**src/rtl/down_counter_param_if.sv**
```systemverilog
// Control and status bundle for the parametrised down-counter.
// The master drives load/decrement/step/mode/initial_value; the slave returns count and flags.
interface down_counter_param_if #(
  parameter int WIDTH  = 8,
  parameter int STEP_W = 4
);
  logic              load;
  logic              decrement;
  logic [STEP_W-1:0] step;
  logic [1:0]        mode;
  logic [WIDTH-1:0]  initial_value;
  logic [WIDTH-1:0]  count;
  logic              zero;
  logic              underflow;
  logic              busy;

  modport master (
    output load, decrement, step, mode, initial_value,
    input  count, zero, underflow, busy
  );

  modport slave (
    input  load, decrement, step, mode, initial_value,
    output count, zero, underflow, busy
  );
endinterface

```
**src/rtl/down_counter_param.sv**
```systemverilog
// Loadable down-counter with run-time underflow modes: wrap, saturate, auto-reload, one-shot.
// count, underflow and busy are registered; zero is decoded combinationally from count.
module down_counter_param #(
  parameter int WIDTH  = 8,
  parameter int STEP_W = 4
) (
  input  logic                     clk,
  input  logic                     reset,
  down_counter_param_if.slave      bus
);

  localparam logic [1:0] MODE_WRAP   = 2'b00;
  localparam logic [1:0] MODE_SAT    = 2'b01;
  localparam logic [1:0] MODE_RELOAD = 2'b10;
  localparam logic [1:0] MODE_ONESHOT = 2'b11;

  logic [WIDTH-1:0] count_q, count_d;
  logic [WIDTH-1:0] reload_q, reload_d;
  logic             underflow_q, underflow_d;
  logic             busy_q, busy_d;
  logic [WIDTH-1:0] step_ext;
  logic [WIDTH:0]   diff;
  logic             borrow;

  // Subtract at WIDTH+1 bits so the top bit carries the borrow.
  always_comb begin
    step_ext = WIDTH'(bus.step);
    diff     = {1'b0, count_q} - {1'b0, step_ext};
    borrow   = diff[WIDTH];
  end

  always_comb begin
    count_d     = count_q;
    reload_d    = reload_q;
    underflow_d = 1'b0;
    busy_d      = busy_q && (bus.mode == MODE_ONESHOT);

    if (bus.load) begin
      count_d  = bus.initial_value;
      reload_d = bus.initial_value;
      busy_d   = (bus.mode == MODE_ONESHOT) && (bus.initial_value != '0);
    end else if (bus.decrement) begin
      if ((bus.mode == MODE_ONESHOT) && !busy_q) begin
        count_d = count_q;
      end else if (bus.step == '0) begin
        count_d = count_q;
      end else if (!borrow) begin
        count_d = diff[WIDTH-1:0];
        if ((bus.mode == MODE_ONESHOT) && (diff[WIDTH-1:0] == '0)) begin
          busy_d = 1'b0;
        end
      end else begin
        underflow_d = 1'b1;
        case (bus.mode)
          MODE_WRAP:    count_d = diff[WIDTH-1:0];
          MODE_SAT:     count_d = '0;
          MODE_RELOAD:  count_d = reload_q;
          MODE_ONESHOT: begin
            count_d = '0;
            busy_d  = 1'b0;
          end
        endcase
      end
    end
  end

  always_ff @(posedge clk or posedge reset) begin
    if (reset) begin
      count_q     <= '0;
      reload_q    <= '0;
      underflow_q <= 1'b0;
      busy_q      <= 1'b0;
    end else begin
      count_q     <= count_d;
      reload_q    <= reload_d;
      underflow_q <= underflow_d;
      busy_q      <= busy_d;
    end
  end

  assign bus.count     = count_q;
  assign bus.zero      = (count_q == '0);
  assign bus.underflow = underflow_q;
  assign bus.busy      = busy_q;

endmodule

```
**src/flat_wrapper.sv**
```systemverilog
// flat-port wrapper written by rule: the top's interface ports become plain ports
module down_counter_param_flat 
#(
  parameter int WIDTH  = 8,
  parameter int STEP_W = 4
)
  (clk, reset, bus_load, bus_decrement, bus_step, bus_mode, bus_initial_value, bus_count, bus_zero, bus_underflow, bus_busy);
  down_counter_param_if #(.WIDTH(WIDTH), .STEP_W(STEP_W)) bus_i ();
  input  logic clk;
  input  logic reset;
  input wire logic [$bits(bus_i.load)-1:0] bus_load;
  input wire logic [$bits(bus_i.decrement)-1:0] bus_decrement;
  input wire logic [$bits(bus_i.step)-1:0] bus_step;
  input wire logic [$bits(bus_i.mode)-1:0] bus_mode;
  input wire logic [$bits(bus_i.initial_value)-1:0] bus_initial_value;
  output wire logic [$bits(bus_i.count)-1:0] bus_count;
  output wire logic [$bits(bus_i.zero)-1:0] bus_zero;
  output wire logic [$bits(bus_i.underflow)-1:0] bus_underflow;
  output wire logic [$bits(bus_i.busy)-1:0] bus_busy;
  assign bus_i.load = bus_load;
  assign bus_i.decrement = bus_decrement;
  assign bus_i.step = bus_step;
  assign bus_i.mode = bus_mode;
  assign bus_i.initial_value = bus_initial_value;
  assign bus_count = bus_i.count;
  assign bus_zero = bus_i.zero;
  assign bus_underflow = bus_i.underflow;
  assign bus_busy = bus_i.busy;
  down_counter_param #(.WIDTH(WIDTH), .STEP_W(STEP_W)) u_core (.clk(clk), .reset(reset), .bus(bus_i));
endmodule
```
**config.mk**
```make
export PLATFORM = sky130hd
export DESIGN_NAME = down_counter_param_flat
export DESIGN_NICKNAME = d
export VERILOG_FILES = /design/src/rtl/down_counter_param_if.sv /design/src/rtl/down_counter_param.sv /design/src/flat_wrapper.sv
export SDC_FILE = /design/constraint.sdc
export NUM_CORES = 1
export LEC_CHECK = 0
export BUFFER_PORTS_ARGS = -buffer_cell sky130_fd_sc_hd__buf_4
export CAP_MARGIN = 20
export CORE_UTILIZATION = 46
export DETAILED_ROUTE_END_ITERATION = 10
export GPL_TIMING_DRIVEN = 0
export PLACE_DENSITY = 0.79
export SLEW_MARGIN = 40
export SYNTH_ARGS = -nofsm -noshare
export SYNTH_HDL_FRONTEND = slang
export SYNTH_SLANG_ARGS = --single-unit
```
**constraint.sdc**
```tcl
create_clock -name clk -period 2.89 [get_ports clk]
set_clock_uncertainty 0.1 [all_clocks]
set_input_delay 0.578 -clock clk [delete_from_list [all_inputs] [get_ports clk]]
set_output_delay 0.578 -clock clk [all_outputs]
set_load 0.1 [all_outputs]
```
==> out/metrics.csv <==
metric,value,unit
timing.slew.headroom,0.549,
path_class,flip-flop to flip-flop,
via_per_inst,5.90,
multiInputGateArea,696,um2
status,"finished, final reports clean",
syn_area,1220,um2
cts_tree,built,
routabilityCongestion,0.869,
fin_cells,203,
antenna_found_initial,0,
numCtsBuffers,3,
reg2reg_depth,9,
initial_core_util,0.488,
detail_route.wirelength,2950,um
fillers,218,
dr.pass1.iters,5,
timing.final.setup_violations,0,
grt_pass1_wl,4660,um
final_common_cell,buf_4,
worstReg2RegEnd,u_core.bus.count[1],
syn_avg_cell_area,8.53,um2
wl_per_cell,14.5,um
r2r_start,u_core.bus.count[0],
dieArea,2860,um2
crit_start,u_core.bus.count[0],
synth_cell_types,43,
rows,18,
post-route-util,0.596,
yosysWarnings,0,
fin_crit,2.57,ns
diodes,0,
synth_edf_count,0,
hold_viol_final,0,
irDropWorstVdd,0.000514,V
htree_levels,1,
fin_nets,198,
start_kind,flip-flop,
die_y,53.5,um
vias,1198,
cts-root-buf,clkbuf_4,
r2r_slack,0.32,ns
ys_ff_latch,18,
grt_pass1_vias,1025,
hpwl,2350,um
layout-drive-gt1-share,0.231,
critPathRequiredTime,2.97,ns
placedCellCount,200,
period_share,0.888,
rsz0062_at_grt,false,
drtIter0Drc,52,
drc_errors,0,
drv_slew,0,
critPathMaxFanout,6,
ys.flop_type,dfrtp_1,
worstMarginPinSlew,0.675,ns
cts_setup_buffers,0,
ys_seq_area_frac,0.369,
portBuffers,27,
clkSinkCount,18,
syn-num-nets,166,
clock_path_buffers,2,
die_x,53.5,um
final_cell_mix,"buf_4 (27), dfrtp_1 (18), inv_1 (17)",
grt_use_total,0.230,
p_leak,0.692,nW
maxCapViolations,0,
ctsResizeCount,0,
endpoint,u_core.bus.count[1],
grt_start_max_net_pins,19,
hp-class,input port to async pin,
core_area,2500,um2
drtAntennaViolNets,0,
clkTransAtPathRegs,0.10,ns
max_freq,0.390,GHz
cp.arrival,2.64,ns
setup-tns-final,0,ns
syn_to_final_growth,22.2,%
synth_cells,143,
ctsHoldBuffers,0,
powerDensity,725,nW/um2
clock_latency,0.29,ns
ys_async_sr_fraction,1.00,
ios,29,
endpoint_kind,flip-flop,
regArea,450,um2
overflow,0,
==> per-layer routing <==
metal / share of wire / up-vias / GRT usage
met5: 0 / - / 0
met2: 0.48 / 48 / 0.371
li1: - / 585 / -
met4: 0.015 / 0 / 0.0833
met1: 0.46 / 560 / 0.317
met3: 0.051 / 5 / 0.0172
==> cells by family (layout without fill, tap and decap cells) <==
group,Yosys count,after routing,share of synthesized area
AND/OR/NAND/NOR,50,50,0.215
buffers and inverters,21,51,0.0667
adder cells (fa/ha/maj),5,5,0.0574
multiplexers,1,1,0.00923
XOR/XNOR,3,3,0.0215
AO/OA/AOI/OAI,45,45,0.261
flip-flops,18,18,0.369
==> critical path, cell delays in order, from the launching register on <==
cell      delay (ns)
dfrtp_1         0.41
inv_1           0.07
ha_1            0.15
inv_1           0.05
fa_1            0.42
a211o_1         0.36
a211oi_4        0.31
nor2_2          0.12
a222oi_1        0.35
a21oi_1         0.11
==> per-stage QoR <==
step	setup slack, ns	area, um2	total power [mW]	hold slack, ns
after global routing	0.177	1490	1.14	0.350
after CTS	0.326	1490	1.08	0.306
after detailed placement	0.146	1470	0.961	0.403
after floorplan	0.102	1230	0.819	0.381
after global placement	0.171	1470	0.953	0.397
final	0.323	1490	1.08	0.277
==> flip-flops by register name, indices dropped and copies added, names as in the netlist <==
signal,flops
u_core.bus.busy,1
u_core.bus.underflow,1
u_core.bus.count,8
u_core.reload_q,8
==> Yosys cell counts (2+ instances only) <==
cell type,number,area [um2]
ha_1,4,50.1
nor2_2,2,12.5
and2_1,2,12.5
or4_1,2,15.0
a31oi_1,2,12.5
nand2_1,9,33.8
nor2b_1,5,31.3
inv_1,17,63.8
nor4_1,3,18.8
o21ai_0,9,45.0
buf_2,2,10.0
nand2b_1,3,18.8
o41ai_1,2,17.5
a222oi_1,2,20.0
xnor2_1,3,26.3
a21oi_1,10,50.1
a21o_1,3,22.5
nand4_1,2,12.5
nor3_1,3,15.0
dfrtp_1,18,450
or2_2,2,12.5
nor2_1,13,48.8
a221oi_1,2,17.5
o22ai_1,4,25.0
==> power by group <==
group | switching, mW | internal (mW) | total [mW]
clock network | 0.0722 | 0.0485 | 0.121
logic | 0.447 | 0.186 | 0.633
registers | 0.0364 | 0.291 | 0.327
total | 0.556 | 0.525 | 1.08
==> worst min-delay path by stage <==
stage | startpoint | to | slack (ns) | depth (start not counted)
after global routing | reset | u_core.reload_q[3] | 0.35 | 2
final | reset | u_core.reload_q[3] | 0.28 | 2
after CTS | reset | u_core.reload_q[3] | 0.31 | 2
after detailed placement | u_core.reload_q[7] | u_core.reload_q[7] | 0.40 | 1
after floorplan | u_core.reload_q[7] | u_core.reload_q[7] | 0.38 | 1
after global placement | u_core.reload_q[7] | u_core.reload_q[7] | 0.40 | 1
==> layout make-up <==
type	instances	share of cell area
repair buffers	27	0.136
clock buffers	3	0.0151
inverters	17	0.0428
multi-input cells	104	0.467
plain buffers	4	0.0118
flip-flops and latches	18	0.302
well taps	30	0.0252
No activity file was read; power rests on OpenSTA's default activity.
